--- config.mk ---
export PLATFORM = sky130hd
export DESIGN_NAME = bsg_credit_to_token_gen
export DESIGN_NICKNAME = d
export VERILOG_FILES = /design/src/rtl/bsg_credit_to_token_gen.sv
export SDC_FILE = /design/constraint.sdc
export NUM_CORES = 1
export LEC_CHECK = 0
export ABC_AREA = 1
export CORE_AREA = 2 2 39 41
export DETAILED_ROUTE_END_ITERATION = 7
export DIE_AREA = 0 0 41 43
export DONT_BUFFER_PORTS = 1
export GPL_TIMING_DRIVEN = 0
export HOLD_SLACK_MARGIN = 0.05
export PLACE_DENSITY = 0.47
export REMOVE_ABC_BUFFERS = 1
export SYNTH_ARGS = -nofsm -noshare
export SYNTH_HDL_FRONTEND = slang
export SYNTH_SLANG_ARGS = --single-unit
--- constraint.sdc ---
create_clock -name clk_i -period 3.8 [get_ports clk_i]
set_clock_uncertainty 0.05 [all_clocks]
set_input_delay 0.38 -clock clk_i [delete_from_list [all_inputs] [get_ports clk_i]]
set_output_delay 0.38 -clock clk_i [all_outputs]
set_load 0.02 [all_outputs]
--- src/rtl/bsg_credit_to_token_gen.sv ---
// Turns freed receiver credits into spaced single-cycle token pulses for a remote credit counter.
// Every 2^lg credits earn one token; earned tokens queue (saturating) until downstream is ready.
module bsg_credit_to_token_gen #(
  parameter int lg_credit_to_token_decimation_p = 0,
  parameter int max_tokens_p                    = 4,
  parameter int token_gap_p                     = 1,
  localparam int pending_w_lp = $clog2(max_tokens_p + 1),
  localparam int gap_w_lp     = $clog2(token_gap_p + 1),
  localparam int acc_w_lp     = (lg_credit_to_token_decimation_p > 0)
                                ? lg_credit_to_token_decimation_p : 1
) (
  input  logic                    clk_i,
  input  logic                    reset_n_i,
  input  logic                    credit_i,
  input  logic                    ready_i,
  output logic                    token_o,
  output logic [pending_w_lp-1:0] pending_tokens_o,
  output logic                    overflow_o
);

  localparam logic [pending_w_lp-1:0] max_tokens_lp = pending_w_lp'(max_tokens_p);
  localparam logic [gap_w_lp-1:0]     gap_load_lp   = gap_w_lp'(token_gap_p);

  logic [acc_w_lp-1:0]     acc_q, acc_d;
  logic [pending_w_lp-1:0] pending_q, pending_d;
  logic [gap_w_lp-1:0]     gap_q, gap_d;
  logic                    token_q, token_d;
  logic                    overflow_q, overflow_d;
  logic                    earned, issue;

  always_ff @(posedge clk_i or negedge reset_n_i) begin
    if (!reset_n_i) begin
      acc_q      <= '0;
      pending_q  <= '0;
      gap_q      <= '0;
      token_q    <= 1'b0;
      overflow_q <= 1'b0;
    end else begin
      acc_q      <= acc_d;
      pending_q  <= pending_d;
      gap_q      <= gap_d;
      token_q    <= token_d;
      overflow_q <= overflow_d;
    end
  end

  always_comb begin
    acc_d      = acc_q;
    pending_d  = pending_q;
    gap_d      = gap_q;
    overflow_d = overflow_q;
    earned     = 1'b0;

    // With no decimation the accumulator is a constant zero and every credit earns.
    if (lg_credit_to_token_decimation_p == 0) begin
      earned = credit_i;
    end else begin
      earned = credit_i & (&acc_q);
      acc_d  = acc_q + acc_w_lp'(credit_i);
    end

    // Issue only from registered state; the ~token_q term keeps each pulse one cycle wide.
    issue   = ready_i & (pending_q != '0) & (gap_q == '0) & ~token_q;
    token_d = issue;

    if (issue) begin
      gap_d = gap_load_lp;
    end else if (gap_q != '0) begin
      gap_d = gap_q - gap_w_lp'(1);
    end

    if (earned && !issue) begin
      if (pending_q == max_tokens_lp) begin
        overflow_d = 1'b1;
      end else begin
        pending_d = pending_q + pending_w_lp'(1);
      end
    end else if (issue && !earned) begin
      pending_d = pending_q - pending_w_lp'(1);
    end
  end

  assign token_o          = token_q;
  assign pending_tokens_o = pending_q;
  assign overflow_o       = overflow_q;

endmodule

==> run metrics, run 1 <==
Routed WL per cell roughly 9.5 um; most heavily used metal layer in global routing met4; non-filler instance count after layout 56; Final #Nets 46; total power of the final layout 319 uW; pin count of the biggest net entering global routing 6; sequential share of power 42.3%; final sum of negative setup slack 0 ns; Clk Latency, worst-skew pair ~0.24 ns; most frequent standard cell in the layout excluding fill and tap cells nand2_1; clock tree from TritonCTS built; total wire length after detailed routing 534 um; period utilization 49.2%; number of antenna violations at the first check in global routing 0; unique cell type count in the Yosys netlist 13; Mapped Area 308 um2; RD Place Congestion 0.562; met1 track demand over resource in global routing under 10%; family of cells with the greatest summed delay on the critical path simple AND/OR/NAND/NOR gates; met2 GRT Util 10.6%; Levels on crit path 9; data arrival at the endpoint of the critical path 1.94 ns; required time at the worst-slack endpoint 3.88 ns; net switching component of the power 153 uW; Synth-to-Final Area Change 18.3%; logic depth of the worst register-to-register path 9; number of stages on the worst hold path 2; cells along the critical path nor2_2, nand2_2, nand2_4, nand2_1, fa_1, inv_1, nand4_1, nand3_1, nand2_1; total iterations of the first detailed-routing run 2; Worst Hold Launch credit_i; placed cell areas 328 um2; number of routed nets with antenna violations 0; clk slew on worst S/H paths 0.04 ns; RSZ-0062 raised after global routing false; final cell utilization of the core 26.3%; met3 track demand over resource around 3.1%; worst stage delay on the critical path 0.49 ns; ratio of total power to cell area 875 nW/um2; count of buffer and inverter cells on the critical path 1; switching power as a share of total power approximately half; via count 236; commonest cells after routing, fill and taps aside nand2_1, inv_1, nand3_1, dfrtp_1; GR Overflow Total 0; total CTS buffers 3; top cell type by total area after synthesis dfrtp_1; Post-Syn Instances 35; number of maximum-capacitance violations 0; buffers added on ports 0; root buffer cell clkbuf_4; total core area 1380 um2; number of failing setup endpoints in the final timing report 0; f_max 0.535 GHz; number of global-route vias before repair 230; leading cell types by total area after synthesis dfrtp_1, nand2_1, nand3_1, fa_1, inv_1; post-route DRC violation count 0; htree depth 1; Top Ports 9; kind of capture point of the worst setup path flop; setup repair bufs after CTS 0; worst reg-to-reg setup slack 1.93 ns; cell count after placement between 50 and 60; Clock Sink Count 5; All-Layer GR Usage 8.52%; Hold Crit Endpoint overflow_o; final period demand of the worst path 1.87 ns; maximum count of clock buffers along a single path 2; headroom to the max-slew limit around 76%; proportion of synthesized chip area in sequential cells 40.7%; Peak supply drop between 0.15 and 0.2 mV; synthesis-stage register bit count 5; sum of net half-perimeters after detailed placement 443 um; leakage power between 0.15 and 0.2 nW; wire length of the first global-routing pass 897 um; outcome finished, final reports clean; number of hold-slack violations in the final timing report 0; crit path launch type flop; initial cell density of the core between 20% and 30%; worst setup path category flop to flop; Starting DRT DRC Count 1; Comb power frac 38.9%; DIE WIDTH just over 40 um; post-CTS resize count 0; total number of placement rows 14; endpoint of the worst-slack reg-to-reg timing path pending_tokens_o[2]; cell seen most often among critical-path stages nand2_1; Synth warnings 0; internal portion of total power 166 uW; vias per cell 4.21; slew at the pin closest to its max-slew limit 0.353 ns; final instance area between 300 and 400 um2; crit path max fanout 4; clock share of power between 10% and 20%; R2R Path Start pending_tokens_o[1]; CP max stage cell dfrtp_1; synthesized area per cell 8.79 um2; share of layout cells above drive strength 1 27.5%; floorplan die height between 40 and 50 um; die area ~1800 um2; Hold/Removal Path Class input pin to flop; antenna fix cells 0; share of the synthesized area in the top cell type between 40% and 50%; number of slew-limit violations in the final report 0
## synth_stat cells
| master | number |
|---|---|
| nor2_2 | 1 |
| nand4_1 | 2 |
| nor2_4 | 1 |
| nand3_1 | 5 |
| nand3_4 | 1 |
| dfrtp_1 | 5 |
| inv_2 | 1 |
| nand2_2 | 3 |
| fa_1 | 1 |
| inv_1 | 5 |
| nand2_1 | 8 |
| nand2_4 | 1 |
| o21bai_1 | 1 |
## worst reg2reg max path: stages (launching register included)
cell and delay (ns):
dfrtp_1 0.49, nor2_2 0.19, nand2_2 0.10, nand2_4 0.09, nand2_1 0.08, fa_1 0.42
inv_1 0.09, nand4_1 0.10, nand3_1 0.09, nand2_1 0.06
## final cells by class
| type | count | area [um2] |
|---|---|---|
| fillers | 153 | 1020 |
| clock buffers | 4 | 26.3 |
| multi-input cells | 24 | 160 |
| inverters | 6 | 22.5 |
| repair buffers | 1 | 10.0 |
| well taps | 16 | 20.0 |
| flip-flops and latches | 5 | 125 |
## how the worst max path moves through the flow
stage | to | startpoint
2_1_floorplan | pending_tokens_o[2] | pending_tokens_o[1]
4_1_cts | pending_tokens_o[2] | pending_tokens_o[1]
3_5_place_dp | pending_tokens_o[2] | pending_tokens_o[1]
5_1_grt | pending_tokens_o[2] | pending_tokens_o[1]
6_report | pending_tokens_o[2] | pending_tokens_o[1]
3_3_place_gp | pending_tokens_o[2] | pending_tokens_o[1]
## power by group through the flow
stage	Combinational (mW)	Sequential [mW]	Clock [mW]
detailed placement	0.124	0.136	0
floorplan	0.107	0.130	0
global route	0.144	0.139	0.0661
global placement	0.127	0.137	0
CTS	0.127	0.135	0.0645
finish	0.124	0.135	0.0599
## metrics by stage
stage / setup slack, ns / hold slack [ns]
after detailed placement: 1.93 / 0.0345
final: 1.93 / 0.281
after CTS: 1.92 / 0.271
after global routing: 1.80 / 0.307
after floorplan: 2.05 / 0.0344
after global placement: 1.90 / 0.0345
## metal layers
| layer | vias up | share of wire, % | routed length, um |
|---|---|---|---|
| met1 | 109 | 38 | 204 |
| met2 | 3 | 54 | 287 |
| met5 | - | 0 | 0 |
| met3 | 2 | 5.6 | 30 |
| li1 | 122 | - | - |
| met4 | 0 | 2.2 | 12 |
## state kept, by name, indices dropped and copies added (netlist names)
signal,cells
pending_tokens_o,3
overflow_o,1
gap_q,1
## timing repair
item / CTS / global route
hold endpoints to repair: 5 / 0
setup endpoints to repair: 0 / 0
hold buffers: 1 / 0
## cell families (layout without fill, tap and decap cells)
logic type	count (synthesis)	count (layout)	synth area share, %
adders and majority gates	1	1	6.50
and+or+nand+nor	22	22	43.1
buffers and inverters	6	11	7.32
AOI/OAI and AO/OA	1	1	2.44
DFF	5	5	40.7
Note: power is estimated with default switching activity, not from simulation.
==> inputs of run 2 (changes only) <==
==> constraint.sdc (replaced) <==
create_clock -name clk_i -period 1.8 [get_ports clk_i]
set_clock_uncertainty 0.05 [all_clocks]
set_input_delay 0.18 -clock clk_i [delete_from_list [all_inputs] [get_ports clk_i]]
set_output_delay 0.18 -clock clk_i [all_outputs]
set_load 0.02 [all_outputs]
==> run 2 against run 1 <==
Register-to-register slack got worse by 1.8 ns. Maximum frequency rose by 9.0%. Critical path depth unchanged. Largest cell class unchanged. Via count up 5.1%. Cell count rose by 5.4%. Sequential cell count is the same. Critical path type unchanged. First-iteration DRC count is the same.
==> run metrics, run 2 (synthesis gave the netlist of run 1 again) <==
outcome finished, final reports clean; critical path startpoint pending_tokens_o[0]; Synth-to-Final Area Change 32.9%; R2R Path Start pending_tokens_o[0]; Clock Sink Count 5 (unchanged); final period demand of the worst path 1.71 ns (-0.155 ns); met3 WL 37 um (+23%); Hold/Removal Path Class input pin to flop; kind of capture point of the worst setup path flop; number of slew-limit violations in the final report 0 (unchanged); required time at the worst-slack endpoint 1.88 ns (-2.00 ns); Routed WL per cell 9.92 um (+4.0%); total wire length after detailed routing 585 um (+9.6%); slew at the pin closest to its max-slew limit 0.308 ns (-0.0450 ns); htree depth 1 (unchanged); total iterations of the first detailed-routing run 2 (unchanged); number of global-route vias before repair 230 (unchanged); worst reg-to-reg setup slack 0.09 ns (-1.84 ns); maximum count of clock buffers along a single path 2 (unchanged); period utilization 95.3% (+46 points); number of antenna violations at the first check in global routing 0 (unchanged); number of maximum-capacitance violations 0 (unchanged); DIE WIDTH 41 um (unchanged); number of routed nets with antenna violations 0 (unchanged); worst setup path category flop to flop; # fillers 149 (-2.6%); sum of net half-perimeters after detailed placement 443 um (unchanged); Top Ports 9 (unchanged); data arrival at the endpoint of the critical path 1.79 ns (-0.15 ns); placed cell areas 328 um2 (unchanged); All-Layer GR Usage 8.52% (unchanged); floorplan die height 43 um (unchanged); headroom to the max-slew limit 79.4% (+3.0 points); clk slew on worst S/H paths 0.04 ns (about the same); RD Place Congestion 0.562 (unchanged); number of failing setup endpoints in the final timing report 0 (unchanged); buffers added on ports 0 (unchanged); total number of placement rows 14 (unchanged); share of layout cells above drive strength 1 44.2% (+17 points); final instance area 409 um2 (+12%); crit path launch type flop; leakage power 0.200 nW (+11%); detailed route wirelength on metal2 343 um (+20%); Starting DRT DRC Count 1 (unchanged); Clk Latency, worst-skew pair 0.24 ns (about the same); most frequent standard cell in the layout excluding fill and tap cells nand2_1; via count 248 (+5.1%); max FFs per register 3 (unchanged); cell count after placement 51 (unchanged); RSZ-0062 raised after global routing false; crit path max fanout 5 (+1); Peak supply drop 0.387 mV (+120%); die area 1760 um2 (unchanged); wire length the detailed router placed on met1 192 um (-5.9%); total core area 1380 um2 (unchanged); non-filler instance count after layout 59 (+5.4%); total CTS buffers 3 (unchanged); logic depth of the worst register-to-register path 9 (unchanged); clock tree from TritonCTS built; worst setup slack after placement -0.0727 ns (-2.00 ns); initial cell density of the core 22.2% (unchanged); uppermost layer routed met4; ratio of total power to cell area 1890 nW/um2 (+120%); Final #Nets 49 (+6.5%); f_max 0.583 GHz (+9.0%); Final Worst Setup Slack 0.0851 ns (-1.84 ns); endpoint of the worst-slack reg-to-reg timing path pending_tokens_o[2]; root buffer cell clkbuf_4; final cell utilization of the core 29.6% (+3.3 points); end of the critical path pending_tokens_o[2]; antenna fix cells 0 (unchanged); pin count of the biggest net entering global routing 6 (unchanged); number of hold-slack violations in the final timing report 0 (unchanged); commonest cells after routing, fill and taps aside nand2_1, nand3_1, inv_1; GR Overflow Total 0 (unchanged); vias per cell 4.20 (-0.26%); wire length of the first global-routing pass 897 um (unchanged); post-route DRC violation count 0 (unchanged)
## run 2: worst min path at each step
| stage | start | endpoint | slack (ns) | cells after the start |
|---|---|---|---|---|
| 6_report | credit_i | overflow_o | 0.05 | 2 |
| 3_3_place_gp | reset_n_i | pending_tokens_o[0] | -0.17 | 0 |
| 5_1_grt | credit_i | overflow_o | 0.07 | 2 |
| 2_1_floorplan | reset_n_i | gap_q | -0.17 | 0 |
| 3_5_place_dp | reset_n_i | pending_tokens_o[0] | -0.17 | 0 |
| 4_1_cts | credit_i | overflow_o | 0.08 | 2 |
## run 2: critical path, stage by stage, from the launching register on
cell and delay [ns]:
dfrtp_2 0.49, nor2_4 0.16, nand2_4 0.07, nand2_4 0.09, nand2_4 0.05, fa_2 0.38
inv_2 0.07, nand4_1 0.09, nand3_1 0.09, nand2_1 0.06
## run 2: cell type report
class	instances	area, um2	share of cell area [%]
well taps	16	20.0	4.89
flip-flops and latches	5	128	31.2
multi-input cells	24	180	44.0
inverters	6	22.5	5.50
clock buffers	4	26.3	6.42
repair buffers	4	32.5	7.95
## run 2: power by group
group	switching [mW]	internal, mW
Combinational	0.184	0.163
Clock	0.0430	0.0836
Sequential	0.134	0.165
Total	0.360	0.412
## run 2: metrics by stage
| stage | power [mW] | hold WS [ns] | TNS, ns |
|---|---|---|---|
| 5_1_grt | 0.842 | 0.0667 | 0 |
| 6_report | 0.773 | 0.0473 | 0 |
| 3_3_place_gp | 0.556 | -0.165 | -0.101 |
| 4_1_cts | 0.702 | 0.0766 | 0 |
| 3_5_place_dp | 0.550 | -0.165 | -0.0727 |
| 2_1_floorplan | 0.500 | -0.166 | 0 |
## run 2: routing by layer
layer	global-route usage, %	vias to the layer above
met4	12.0	0
met3	3.14	2
met1	8.64	114
li1	-	127
met5	0	-
met2	10.6	5
## run 2: timing repair
item | 4_1_cts | 5_1_grt
buffers inserted | 0 | 3
gates resized for setup | 3 | 5
hold endpoints to repair | 5 | 0
pin swaps | 0 | 4
hold buffers | 1 | 0
gates cloned | 0 | 0
setup endpoints to repair | 1 | 1
==> inputs of run 3 (changes only) <==
--- a/config.mk
+++ b/config.mk
@@ -10,6 +10,7 @@
 export DETAILED_ROUTE_END_ITERATION = 7
 export DIE_AREA = 0 0 41 43
 export DONT_BUFFER_PORTS = 1
+export GPL_ROUTABILITY_DRIVEN = 0
 export GPL_TIMING_DRIVEN = 0
 export HOLD_SLACK_MARGIN = 0.05
 export PLACE_DENSITY = 0.47
==> constraint.sdc (replaced) <==
create_clock -name clk_i -period 1.9 [get_ports clk_i]
set_clock_uncertainty 0.05 [all_clocks]
set_input_delay 0.19 -clock clk_i [delete_from_list [all_inputs] [get_ports clk_i]]
set_output_delay 0.19 -clock clk_i [all_outputs]
set_load 0.02 [all_outputs]
==> run 3 against run 2 <==
Non-clock buffer count decreased by 3. First-iteration DRC count unchanged. Total power decreased by 16%. Sequential share of layout area increased by 3.4 points. Register-to-register slack improved by 0.05 ns. Setup slack improved by 0.048 ns. Critical endpoint unchanged.
==> run metrics, run 3 (synthesis gave the netlist of run 1 again) <==
data arrival at the endpoint of the critical path 1.84 ns (+0.05 ns); Comb power frac 38.9% (-6.0 points); number of routed nets with antenna violations 0 (unchanged); Top Ports 9 (unchanged); CP max stage cell dfrtp_2; headroom to the max-slew limit 80.4% (+0.95 points); cell count after placement 51 (unchanged); final cell utilization of the core 26.7% (-2.9 points); clock tree from TritonCTS built; worst setup path category flop to flop; crit path max fanout 4 (-1); total core area 1380 um2 (unchanged); total CTS buffers 3 (unchanged); number of maximum-capacitance violations 0 (unchanged); number of slew-limit violations in the final report 0 (unchanged); RSZ-0062 raised after global routing false; total power of the final layout 649 uW (-16%); clock share of power 18.5% (+2.1 points); FF+latch area 128 um2 (unchanged); number of antenna violations at the first check in global routing 0 (unchanged); DIE WIDTH 41 um (unchanged); number of hold-slack violations in the final timing report 0 (unchanged); pin count of the biggest net entering global routing 6 (unchanged); worst stage delay on the critical path 0.47 ns (-0.02 ns); GR Overflow Total 0 (unchanged); # fillers 150 (+0.67%); switching power as a share of total power 47.5% (+0.83 points); required time at the worst-slack endpoint 1.98 ns (+0.10 ns); slew at the pin closest to its max-slew limit 0.294 ns (-0.0143 ns); initial cell density of the core 22.2% (unchanged); wire length of the first global-routing pass 897 um (unchanged); buffers added on ports 0 (unchanged); family of cells with the greatest summed delay on the critical path simple AND/OR/NAND/NOR gates; total iterations of the first detailed-routing run 2 (unchanged); vias per cell 4.16 (-1.0%); non-filler instance count after layout 56 (-5.1%); sum of net half-perimeters after detailed placement 443 um (unchanged); antenna fix cells 0 (unchanged); post-route DRC violation count 0 (unchanged); cell seen most often among critical-path stages nand2_1; clk slew on worst S/H paths 0.04 ns (about the same); cells along the critical path nor2_2, nand2_2, nand2_4, nand2_1, fa_2, inv_1, nand4_1, nand3_1, nand2_1; most frequent standard cell in the layout excluding fill and tap cells nand2_1; net switching component of the power 308 uW (-15%); share of layout cells above drive strength 1 35.0% (-9.2 points); Hold/Removal Path Class input pin to flop; leakage power 0.177 nW (-12%); die area 1760 um2 (unchanged); total number of placement rows 14 (unchanged); met3 WL 30 um (-19%); commonest cells after routing, fill and taps aside nand2_1, inv_1, nand3_1; period utilization 93.0% (-2.3 points); outcome finished, final reports clean; final sum of negative setup slack 0 ns (unchanged); number of global-route vias before repair 230 (unchanged); sequential share of power 42.6% (+3.9 points); kind of capture point of the worst setup path flop; Clock Sink Count 5 (unchanged); via count 233 (-6.0%); uppermost layer routed met4; crit path launch type flop; max FFs per register 3 (unchanged); final period demand of the worst path 1.77 ns (+0.0524 ns); root buffer cell clkbuf_4; internal portion of total power 341 uW (-17%); maximum count of clock buffers along a single path 2 (unchanged); number of failing setup endpoints in the final timing report 0 (unchanged); total wire length after detailed routing 530 um (-9.4%); Peak supply drop 0.357 mV (-7.6%); floorplan die height 43 um (unchanged); All-Layer GR Usage 8.52% (unchanged); wire length the detailed router placed on met1 202 um (+5.2%); Synth-to-Final Area Change 19.9%; Routed WL per cell 9.46 um (-4.5%); detailed route wirelength on metal2 285 um (-17%); htree depth 1 (unchanged); Final #Nets 46 (-6.1%); count of buffer and inverter cells on the critical path 1 (unchanged); Starting DRT DRC Count 1 (unchanged); area of the multi-input gates 163 um2 (-9.7%); f_max 0.566 GHz (-3.0%); Clk Latency, worst-skew pair 0.24 ns (about the same); ratio of total power to cell area 1760 nW/um2 (-7.0%)
## run 3: changes by cell type in the layout (fill, tap and decap cells not counted), sizes merged
cell / previous run / this run
buf: 3 / 0
## run 3: worst reg2reg max path: cells and delay by family (launching register included)
family / cells / cell delay, ns
simple gates: 7 / 0.69
flops: 1 / 0.47
fa+ha+maj: 1 / 0.37
buf+inv: 1 / 0.08
## run 3: layout make-up
type / instances / area share [%]
inverters: 6 / 6.10
multi-input cells: 24 / 44.1
well taps: 16 / 5.42
flip-flops and latches: 5 / 34.6
repair buffers: 1 / 2.71
clock buffers: 4 / 7.12
## run 3: what timing repair did
| item | CTS | global route |
|---|---|---|
| resized for setup | 0 | 3 |
| setup buffers | 0 | 0 |
| hold buffers | 1 | 0 |
| endpoints found under the setup margin | 0 | 1 |
| endpoints found under the hold margin | 5 | 0 |
## run 3: layer usage
metal,up-vias,global-route usage [%]
met2,3,10.6
met5,-,0
met1,106,8.64
met3,2,3.14
met4,0,12.0
li1,122,-
## run 3: power groups by stage
stage / logic, mW / clock network, mW / registers (mW)
after floorplan: 0.214 / 0 / 0.260
after global placement: 0.253 / 0 / 0.274
final: 0.252 / 0.120 / 0.276
after detailed placement: 0.249 / 0 / 0.272
after CTS: 0.253 / 0.129 / 0.271
after global routing: 0.292 / 0.132 / 0.285
## run 3: through the flow
stage,instance area [um2],hold slack [ns],setup slack (ns)
2_1_floorplan,308,-0.156,0.149
5_1_grt,369,0.117,0.0280
6_report,369,0.0961,0.133
4_1_cts,364,0.0809,0.0167
3_3_place_gp,328,-0.155,-0.00116
3_5_place_dp,328,-0.155,0.0273
## run 3: final timing paths
check	end	cells past startpoint	start	slack, ns
worst max-delay path	pending_tokens_o[2]	9	pending_tokens_o[1]	0.13
worst min-delay path	overflow_o	2	credit_i	0.1
worst max register to register	pending_tokens_o[2]	9	pending_tokens_o[1]	0.13
worst min register to register	overflow_o	1	overflow_o	0.59
max in group asynchronous	pending_tokens_o[0]	1	reset_n_i	1.41
min in group asynchronous	pending_tokens_o[2]	1	reset_n_i	0.19
